**src/rtl/rr_arb_mux.sv**
```systemverilog
// ============================================================================
// Module   : rr_arb_mux
// Purpose  : N-channel arbitrated mux with a registered output and valid/ready
//            on every port. Round-robin or fixed-priority arbitration.
// Option   : define RR_ARB_MUX_PKT_LOCK_EN for packet-locked arbitration.
// Revision : 1.0 - initial release
// ============================================================================
`default_nettype none

module rr_arb_mux #(
    parameter int WIDTH = 32,
    parameter int NCH   = 4,
    localparam int CHW  = $clog2(NCH)
) (
    input  logic                 clk,
    input  logic                 rst,
    input  logic                 mode,
    input  logic [NCH-1:0]       in_valid,
    input  logic [NCH*WIDTH-1:0] in_data,
    output logic [NCH-1:0]       in_ready,
    output logic                 out_valid,
    output logic [WIDTH-1:0]     out_data,
    output logic [CHW-1:0]       out_ch,
`ifdef RR_ARB_MUX_PKT_LOCK_EN
    input  logic [NCH-1:0]       in_last,
    output logic                 out_last,
`endif
    input  logic                 out_ready
);

    logic [CHW-1:0]   r_ptr;
    logic             r_out_valid;
    logic [WIDTH-1:0] r_out_data;
    logic [CHW-1:0]   r_out_ch;

    logic             w_can_load;
    logic             w_gnt_vld;
    logic [CHW-1:0]   w_gnt;
    logic             w_load;
    logic [WIDTH-1:0] w_sel_data;

`ifdef RR_ARB_MUX_PKT_LOCK_EN
    logic             r_lock;
    logic             r_out_last;
    logic             w_sel_last;
`endif

    assign w_can_load = !r_out_valid || out_ready;

    always_comb begin
        w_gnt_vld = 1'b0;
        w_gnt     = '0;
        if (mode) begin
            for (int i = NCH - 1; i >= 0; i--) begin
                if (in_valid[i]) begin
                    w_gnt_vld = 1'b1;
                    w_gnt     = CHW'(i);
                end
            end
        end else begin
            // Scan ptr+1 .. ptr (inclusive) modulo NCH; the first hit wins.
            for (int k = 1; k <= NCH; k++) begin
                if (!w_gnt_vld && in_valid[(int'(r_ptr) + k) % NCH]) begin
                    w_gnt_vld = 1'b1;
                    w_gnt     = CHW'((int'(r_ptr) + k) % NCH);
                end
            end
        end
`ifdef RR_ARB_MUX_PKT_LOCK_EN
        // An open packet keeps the channel that started it.
        if (r_lock) begin
            w_gnt_vld = in_valid[r_ptr];
            w_gnt     = r_ptr;
        end
`endif
    end

    assign w_load = w_can_load && w_gnt_vld && !rst;

    always_comb begin
        w_sel_data = '0;
`ifdef RR_ARB_MUX_PKT_LOCK_EN
        w_sel_last = 1'b0;
`endif
        for (int i = 0; i < NCH; i++) begin
            if (CHW'(i) == w_gnt) begin
                w_sel_data = in_data[i*WIDTH +: WIDTH];
`ifdef RR_ARB_MUX_PKT_LOCK_EN
                w_sel_last = in_last[i];
`endif
            end
        end
    end

    always_comb begin
        in_ready = '0;
        for (int i = 0; i < NCH; i++) begin
            if (w_load && (CHW'(i) == w_gnt)) begin
                in_ready[i] = 1'b1;
            end
        end
    end

    always_ff @(posedge clk) begin
        if (rst) begin
            r_out_valid <= 1'b0;
            r_out_data  <= '0;
            r_out_ch    <= '0;
            r_ptr       <= CHW'(NCH - 1);
        end else if (w_load) begin
            r_out_valid <= 1'b1;
            r_out_data  <= w_sel_data;
            r_out_ch    <= w_gnt;
            r_ptr       <= w_gnt;
        end else if (r_out_valid && out_ready) begin
            r_out_valid <= 1'b0;
        end
    end

`ifdef RR_ARB_MUX_PKT_LOCK_EN
    always_ff @(posedge clk) begin
        if (rst) begin
            r_lock     <= 1'b0;
            r_out_last <= 1'b0;
        end else if (w_load) begin
            r_lock     <= !w_sel_last;
            r_out_last <= w_sel_last;
        end
    end

    assign out_last = r_out_last;
`endif

    assign out_valid = r_out_valid;
    assign out_data  = r_out_data;
    assign out_ch    = r_out_ch;

endmodule

`default_nettype wire

```
**config.mk**
```make
export PLATFORM = sky130hd
export DESIGN_NAME = rr_arb_mux
export DESIGN_NICKNAME = d
export VERILOG_FILES = /design/src/rtl/rr_arb_mux.sv
export SDC_FILE = /design/constraint.sdc
export NUM_CORES = 1
export LEC_CHECK = 0
export ABC_AREA = 0
export CORE_MARGIN = 2
export CORE_UTILIZATION = 40
export CTS_CLUSTER_SIZE = 40
export DETAILED_ROUTE_END_ITERATION = 16
export PLACE_DENSITY = 0.84
export SLEW_MARGIN = 5
export SYNTH_ARGS = -nofsm -noshare
export SYNTH_HDL_FRONTEND = slang
export SYNTH_SLANG_ARGS = --single-unit
```
**constraint.sdc**
```tcl
create_clock -name clk -period 2.4 [get_ports clk]
set_input_delay 0.36 -clock clk [delete_from_list [all_inputs] [get_ports clk]]
set_output_delay 0.36 -clock clk [all_outputs]
set_load 0.03 [all_outputs]
```
==> reports/qor.yml, run 1 <==
layout:
  area_growth_syn_to_layout_pct: 65.0
  regArea_um2: 741
  layout-drive-gt1-share_pct: 11.5
  diodes: 0
  most_common_cell_after_layout_fill_and_taps_aside: "clkdlybuf4s50_1"
  nNetsFinal: 686
  multi_input_comb_area_um2: 2090
  fill_cells: 622
  layout.cells.most_common_list: "clkdlybuf4s50_1, o31ai_1, nand2_1"
routing:
  routed-via-count: 3770
  avgViaCountPerCell: 5.78
  drtPass1Iterations: 4
  detail_route.drc_violations: 0
  detail_route.iter0.violations: 224
  avgRoutedWirePerCell_um: 17.4
  detail_route.wirelength_um: 11300
  detail-route-antenna-nets: 0
timing:
  period_minus_slack_ps: 2200
  worst_pin_slew_ps: 376
  max_slew_margin_pct: 74.9
  final-hold-violation-count: 0
  fin_worst_hold_slack_ps: 477
  final.setup.worst_slack_ps: 202
  timing.setup.tns_ps: 0
  final.setup_skew_ps: 9.82
  drv_slew: 0
  rsz0062_at_grt: "no"
  fmax_achieved_mhz: 455
  report.final.setup_viol: 0
  final.period_utilization_pct: 91.6
hold_path:
  worst_hold_path_type: "reg -> reg"
power_and_ir_drop:
  worst_ir_drop_vdd_v: 0.000282
  combPwrFrac_pct: 49.2
  power_frac_clock_pct: 19.4
  power_frac_seq_pct: 31.4
  leakage_nw: 2.34
  switching_power_mw: 0.842
  powerDensity_nw_per_um2: 448
  internal_power_mw: 1.51
  power.share.switching_pct: 35.9
floorplan:
  design.core.area_um2: 7730
  start_util_pct: 41.1
  horizontal_die_dimension_um: 93.1
  chip_height_um: 93.1
  floorplan.die_area_um2: 8670
  num_rows: 32
  io_pins: 175
setup_path:
  setup_crit_path_kind: "in -> out"
  r2r_setup_slack_ps: 550
  critPathCaptureType: "primary output"
  crit_path_max_fanout: 6
  required_ps: 2040
  worstPathArrival_ps: 1840
  critPathLaunchType: "input port"
place:
  gp_congestion: 0.842
  dp_hpwl_um: 8670
  placement.setup.worst_slack_ps: -70.2
  port_buffers: 174
grt:
  vias_in_the_first_global_route: 3664
  antenna_found_initial: 0
  pin_count_of_the_biggest_net_entering_global_routing: 49
  grt_util_all_layers_pct: 25.7
  grt-ovfl-total: 0
  global_route_wire_length_before_repair_um: 18100
synthesis:
  synth.top_cell.area_share_pct: 23.3
  synthesis.yosys.warnings: 0
  yosys_most_used_dff: "dfxtp_1"
  synth.top_cells.by_area: "dfxtp_1, o31ai_1, mux2i_1, o211a_1, o221ai_1"
  synth_area_um2: 3180
  synth_largest_area_cell: "dfxtp_1"
  netlist-cell-type-count: 31
  netlist_instances: 384
  asyncSetResetFlopFracSynth_pct: 0
  post_synth_edffs: 0
  syn-num-nets: 520
  postSynthRegisterBits: 37
  syn-mean-instance-area_um2: 8.28
  yosysSeqAreaShare_pct: 23.3
clock_tree:
  tritoncts.num_buffers: 5
  cts_max_level: 2
  cts_sinks: 37
  cts.path.max_buffers: 2
  clockRootBuffer: "clkbuf_8"
  tritoncts: "done"
  clkSlewWorstSetupHoldPaths_ps: 80
  clk-insertion-delay-late_ps: 280
outcome:
  status: "completed"
flow_run:
  max_cap_viol_count: 0
[power by group through the flow]
stage	combinational [mW]	clock, mW	sequential [mW]
floorplan	0.474	0	0.894
global placement	1.12	0	0.747
detailed placement	1.15	0	0.750
CTS	1.16	0.459	0.737
global route	1.23	0.486	0.747
finish	1.16	0.456	0.736
[through the flow]
step	util (%)	total power [mW]	area (µm²)	cells
floorplan	-	1.37	3180	384
global placement	66.5	1.87	5140	644
detailed placement	66.5	1.90	5140	644
CTS	67.7	2.35	5230	652
global route	67.8	2.47	5240	652
finish	67.8	2.35	5240	652
[metal layers]
| metal | part of all wire [%] | up-vias | global-route usage [%] |
|---|---|---|---|
| met5 | 0 | - | 0 |
| met4 | 1.6 | 0 | 6.13 |
| met3 | 7.6 | 15 | 4.03 |
| met2 | 50 | 176 | 46.1 |
| met1 | 41 | 1758 | 32.2 |
| li1 | - | 1821 | - |
[sequential cells by signal (all words and copies together) (netlist names)]
register	flops
out_data	32
out_ch	2
r_ptr	2
out_valid	1
[worst max-delay path, stage by stage]
cell,delay [ps]
dlygate4sd2_1,320
or4_1,570
nand2_1,110
nor2_2,70
o21ai_1,150
nor2_1,70
buf_4,180
[timing repair]
item	4_1_cts	5_1_grt
hold buffers	0	0
buffers inserted	1	0
resized for setup	3	4
setup endpoints to repair	4	4
[cells by family after synthesis]
kind of cell / Yosys count / share of synthesized area [%]
compound gates: 174 / 45.8
buf+inv: 83 / 11.9
flops: 37 / 23.3
mux: 33 / 10.4
simple gates: 57 / 8.58
[path summary, 6_finish.rpt]
| path | end | start | cells after the start |
|---|---|---|---|
| worst max-delay path | in_ready[1] | in_valid[3] | 7 |
| worst min-delay path | out_ch[1]$_SDFFE_PP0P_ | out_ch[1]$_SDFFE_PP0P_ | 2 |
| worst max register to register | out_data[2]$_SDFFE_PP0P_ | r_ptr[1]$_SDFFE_PP1P_ | 7 |
| worst min register to register | out_ch[1]$_SDFFE_PP0P_ | out_ch[1]$_SDFFE_PP0P_ | 2 |
[synthesized netlist by cell type, types with 5 or more instances]
cell type	number
o31ai_1	64
nand2_1	38
dfxtp_1	37
inv_1	34
mux2i_1	33
o211a_1	32
o221ai_1	32
clkbuf_1	27
o211ai_1	23
buf_2	11
o211ai_2	10
a21oi_1	7
nor2_1	6
buf_1	5
[area by class of cell]
type	count	area share, %
Clock buffer	7	1.65
Inverter	34	2.43
Multi-Input combinational cell	264	39.9
Sequential cell	37	14.1
Tap cell	102	2.43
Timing Repair Buffer	208	39.4
Power figures use the tool's default switching activity.
==> inputs of run 2 (changes only) <==
MAX_ROUTING_LAYER = met4   (was unset)
SETUP_SLACK_MARGIN = 0.4   (was unset)
==> run 2 against run 1 <==
Effect of this change: combinational power is essentially flat; via count shrank 0.74%; global-route usage shrank 0.10 points; non-clock buffer count grew 4; critical path depth is the same; utilization grew 1.3 points; highest routed layer unchanged.
==> reports/qor.yml, run 2 (synthesis gave the netlist of run 1 again) <==
grt:
  vias_in_the_first_global_route: 3585
  grt-ovfl-total: 0
  grt_util_all_layers_pct: 25.6
  pin_count_of_the_biggest_net_entering_global_routing: 34
  global_route_wire_length_before_repair_um: 17600
  antenna_found_initial: 0
layout:
  layout-drive-gt1-share_pct: 15.2
  area_growth_syn_to_layout_pct: 68.2
  most_common_cell_after_layout_fill_and_taps_aside: "clkdlybuf4s50_1"
  fin_area_um2: 5350
  diodes: 0
  largest_register_ff_count: 32
  layout.cells.most_common_list: "clkdlybuf4s50_1, o31ai_1, nand2_1"
  nNetsFinal: 690
power_and_ir_drop:
  switching_power_mw: 0.851
  combPwrFrac_pct: 49.9
  powerDensity_nw_per_um2: 443
  power_frac_clock_pct: 19.0
  finalPower_mw: 2.37
  leakage_nw: 2.35
  internal_power_mw: 1.52
  power.share.switching_pct: 35.9
  power_frac_seq_pct: 31.1
  worst_ir_drop_vdd_v: 0.000310
hold_path:
  worst_hold_path_type: "reg -> reg"
routing:
  detail-route-antenna-nets: 0
  drt-met1-wl_um: 4870
  avgRoutedWirePerCell_um: 17.3
  highest_layer: "met4"
  wl_met3_um: 663
  routed-via-count: 3742
  drtPass1Iterations: 4
  detail_route.wirelength_um: 11300
  detail_route.iter0.violations: 210
  avgViaCountPerCell: 5.70
  met2_wirelength_um: 5730
  detail_route.drc_violations: 0
setup_path:
  setup_crit_path_kind: "reg -> out"
  startpoint_of_the_most_critical_setup_path: "r_ptr[1]$_SDFFE_PP1P_"
  worst-r2r-cell-count: 8
  crit_path_max_fanout: 6
  r2r_setup_slack_ps: 510
  critPathLaunchType: "flip-flop"
  worstPathArrival_ps: 1600
  r2r_start: "r_ptr[1]$_SDFFE_PP1P_"
  critPathCaptureType: "primary output"
  timing.rr.end: "out_data[23]$_SDFFE_PP0P_"
  required_ps: 2040
  endpoint: "in_ready[1]"
flow_run:
  max_cap_viol_count: 0
clock_tree:
  tritoncts: "done"
  cts_max_level: 2
  hold_buffers: 0
  cts.path.max_buffers: 2
  clk-insertion-delay-late_ps: 280
  clkSlewWorstSetupHoldPaths_ps: 70
  clockRootBuffer: "clkbuf_8"
  cts_sinks: 37
  tritoncts.num_buffers: 5
floorplan:
  io_pins: 175
  design.core.area_um2: 7730
  num_rows: 32
  chip_height_um: 93.1
  horizontal_die_dimension_um: 93.1
  start_util_pct: 41.1
  floorplan.die_area_um2: 8670
timing:
  fin_worst_hold_slack_ps: 464
  report.final.setup_viol: 0
  final.setup_skew_ps: 5.28
  drv_slew: 0
  final.period_utilization_pct: 81.7
  period_minus_slack_ps: 1960
  rsz0062_at_grt: "yes"
  final-hold-violation-count: 0
  max_slew_margin_pct: 73.7
  timing.setup.tns_ps: 0
  worst_pin_slew_ps: 394
  fmax_achieved_mhz: 510
place:
  gp_congestion: 0.892
  dp_hpwl_um: 8340
  port_buffers: 174
  post_place_cell_area_um2: 5130
outcome:
  status: "completed"
-- run 2: stage by stage --
step	worst slack (ps)	utilization [%]	std cells
floorplan	417	-	384
global placement	-45.1	66.4	643
detailed placement	-173	66.4	643
CTS	389	68.6	653
global route	378	69.2	656
finish	439	69.2	656
-- run 2: layout make-up --
class                      count  area (µm²)
fill                         619        2380
timing repair buffer         212        2080
inverter                      34         128
sequential                    37         746
tap                          102         128
multi-input combinational    264        2180
clock buffer                   7        86.3
-- run 2: worst min-delay path by stage --
stage	cells past startpoint	endpoint	startpoint	slack, ps
after floorplan	2	r_ptr[0]$_SDFFE_PP1P_	r_ptr[0]$_SDFFE_PP1P_	510
after global placement	2	out_ch[0]$_SDFFE_PP0P_	out_ch[0]$_SDFFE_PP0P_	450
after detailed placement	2	out_ch[1]$_SDFFE_PP0P_	out_ch[1]$_SDFFE_PP0P_	450
after CTS	2	out_ch[1]$_SDFFE_PP0P_	out_ch[1]$_SDFFE_PP0P_	470
after global routing	2	out_ch[0]$_SDFFE_PP0P_	out_ch[0]$_SDFFE_PP0P_	490
final	2	out_ch[1]$_SDFFE_PP0P_	out_ch[1]$_SDFFE_PP0P_	460
-- run 2: power groups by stage --
| stage | Combinational, mW | Sequential (mW) | Clock, mW |
|---|---|---|---|
| 3_5_place_dp | 1.15 | 0.749 | 0 |
| 2_1_floorplan | 0.485 | 0.894 | 0 |
| 3_3_place_gp | 1.12 | 0.747 | 0 |
| 6_report | 1.18 | 0.736 | 0.451 |
| 4_1_cts | 1.17 | 0.735 | 0.459 |
| 5_1_grt | 1.25 | 0.748 | 0.485 |
-- run 2: timing repair --
action                                  in CTS  in global routing
endpoints found under the setup margin      38                  4
setup buffers                                3                  3
pin swaps                                    7                  8
resized for setup                           27                 12
-- run 2: worst max-delay path, stage by stage (launching register included) --
cell	delay (ps)
dfxtp_4	380
mux2i_1	180
o211ai_1	90
buf_4	160
buf_6	120
o21ai_4	210
nor2_4	50
buf_6	130
-- run 2: per-layer routing --
| layer | track usage (%) | vias up |
|---|---|---|
| met3 | 4.27 | 6 |
| met4 | 3.43 | 0 |
| met5 | - | - |
| li1 | - | 1827 |
| met2 | 45.0 | 146 |
| met1 | 31.7 | 1763 |
==> inputs of run 3 (changes only) <==
CORE_UTILIZATION = 36   (was 40)
PLACE_DENSITY = 0.79   (was 0.84)
clock period = 1.8 ns   (was 2.4 ns; I/O delays follow)
==> run 3 against run 2 <==
Effect of this change: the flow now finishes with violations (setup timing); hold slack better by 1.9 ps; clock-buffer cell count is the same; via count rose by 11%; highest routed layer unchanged; setup slack lost 680 ps; cell area up 20%; final cell count grew 4.6%; sequential power is 33% higher; combinational power increased by 73%.
==> reports/qor.yml, run 3 (synthesis gave the netlist of run 1 again) <==
outcome:
  status: "complete, but fails checks"
  failed_checks: "setup timing"
setup_path:
  critPathCaptureType: "flip-flop"
  critPathLaunchType: "flip-flop"
  r2r_setup_slack_ps: -240
  crit_path_max_fanout: 6
  required_ps: 1970
  setup_crit_path_kind: "reg -> reg"
  worstPathArrival_ps: 2210
timing:
  final.setup.worst_slack_ps: -238
  report.final.setup_viol: 38
  rsz0062_at_grt: "yes"
  fin_worst_hold_slack_ps: 466
  period_minus_slack_ps: 2040
  worst_pin_slew_ps: 524
  final-hold-violation-count: 0
  final.setup_skew_ps: 9.05
  final.period_utilization_pct: 113
  drv_slew: 0
  max_slew_margin_pct: 65.1
  fmax_achieved_mhz: 491
floorplan:
  io_pins: 175
  chip_height_um: 98.0
  num_rows: 34
  design.core.area_um2: 8640
  floorplan.die_area_um2: 9600
  start_util_pct: 36.8
  horizontal_die_dimension_um: 98.0
routing:
  detail-route-antenna-nets: 0
  avgViaCountPerCell: 6.03
  drtPass1Iterations: 5
  detail_route.drc_violations: 0
  routed-via-count: 4136
  detail_route.iter0.violations: 192
  detail_route.wirelength_um: 14500
  avgRoutedWirePerCell_um: 21.2
clock_tree:
  cts_max_level: 2
  clk-insertion-delay-late_ps: 290
  clkSlewWorstSetupHoldPaths_ps: 80
  cts.path.max_buffers: 2
  tritoncts.num_buffers: 5
  clockRootBuffer: "clkbuf_8"
  cts_sinks: 37
  hold_buffers: 0
  tritoncts: "done"
place:
  placement.setup.worst_slack_ps: -787
  port_buffers: 174
  dpl.cell_count: 649
  gp_congestion: 0.840
  dp_hpwl_um: 8580
  post_place_cell_area_um2: 5170
flow_run:
  max_cap_viol_count: 0
grt:
  grt_util_all_layers_pct: 28.7
  vias_in_the_first_global_route: 4276
  global_route_wire_length_before_repair_um: 21800
  pin_count_of_the_biggest_net_entering_global_routing: 43
  antenna_found_initial: 0
  grt-ovfl-total: 0
layout:
  layout.cells.most_common_list: "clkdlybuf4s50_1, nand2_1, o31ai_1, dlygate4sd2_1, dfxtp_1"
  area_growth_syn_to_layout_pct: 101
  most_common_cell_after_layout_fill_and_taps_aside: "clkdlybuf4s50_1"
  nNetsFinal: 714
  layout-drive-gt1-share_pct: 27.9
  fill_cells: 595
  diodes: 0
  final-instance-count-excl-fill: 686
  fin_area_um2: 6390
  largest_register_ff_count: 32
power_and_ir_drop:
  worst_ir_drop_vdd_v: 0.000370
  leakage_nw: 2.83
  finalPower_mw: 3.64
  powerDensity_nw_per_um2: 569
hold_path:
  worst_hold_path_type: "reg -> reg"
==> run 3: cell types whose count changed in the layout (fill, tap and decap cells not counted), sizes merged <==
cell           delta
dlygate4sd2      +36
clkdlybuf4s50    -34
buf              +18
bufbuf            +5
clkbuf            +2
clkdlybuf4s15     -2
dlymetal6s2s      -1
==> run 3: report_power, final <==
part | leakage, nW | total, mW | internal (mW) | switching [mW]
Combinational | 2.48 | 2.04 | 1.02 | 1.02
Clock | 0.0443 | 0.620 | 0.305 | 0.315
Sequential | 0.307 | 0.979 | 0.924 | 0.0547
==> run 3: routing by layer <==
metal  track usage, %  up-vias  share of wire, %  wire length (µm)
met2             50.4      234                51              7440
met5                -        -                 0                 0
li1                 -     1888                 -                 -
met4             8.44        0               3.0               441
met1             33.3     1982                38              5480
met3             5.44       32               8.1              1180
==> run 3: worst max-delay path, stage by stage, from the launching register on <==
cell and delay, ps:
dfxtp_4 380, mux2i_1 200, o211ai_1 140, buf_4 170, buf_6 120, buf_12 150
buf_12 130, buf_8 120, o211a_1 220, o221ai_2 170, o211ai_1 100
==> run 3: worst paths after layout <==
kind / cells past startpoint / to / startpoint
setup reg to reg: 10 / out_data[28]$_SDFFE_PP0P_ / r_ptr[1]$_SDFFE_PP1P_
setup / recovery: 10 / out_data[28]$_SDFFE_PP0P_ / r_ptr[1]$_SDFFE_PP1P_
hold / removal: 2 / out_data[9]$_SDFFE_PP0P_ / out_data[9]$_SDFFE_PP0P_
hold reg to reg: 2 / out_data[9]$_SDFFE_PP0P_ / out_data[9]$_SDFFE_PP0P_
==> run 3: stage by stage <==
step	utilization [%]	setup TNS (ps)
after floorplan	-	0
after CTS	71.8	-3590
final	74.1	-5000
after detailed placement	59.9	-25690
after global routing	74.1	-6040
after global placement	59.9	-23710
==> run 3: final cells by class <==
cell class / count / area, µm² / share of cell area, %
Clock buffer: 7 / 86.3 / 1.35
Inverter: 34 / 128 / 2.00
Multi-Input combinational cell: 264 / 2710 / 42.4
Sequential cell: 37 / 748 / 11.7
Tap cell: 108 / 135 / 2.11
Timing Repair Buffer: 236 / 2590 / 40.4
==> run 3: timing repair <==
| item | in CTS | in global routing |
|---|---|---|
| setup buffers | 18 | 1 |
| setup endpoints to repair | 76 | 39 |
| resized for setup | 168 | 19 |
| pin swaps | 79 | 27 |
| cloned | 8 | 3 |
| hold endpoints to repair | 0 | 0 |
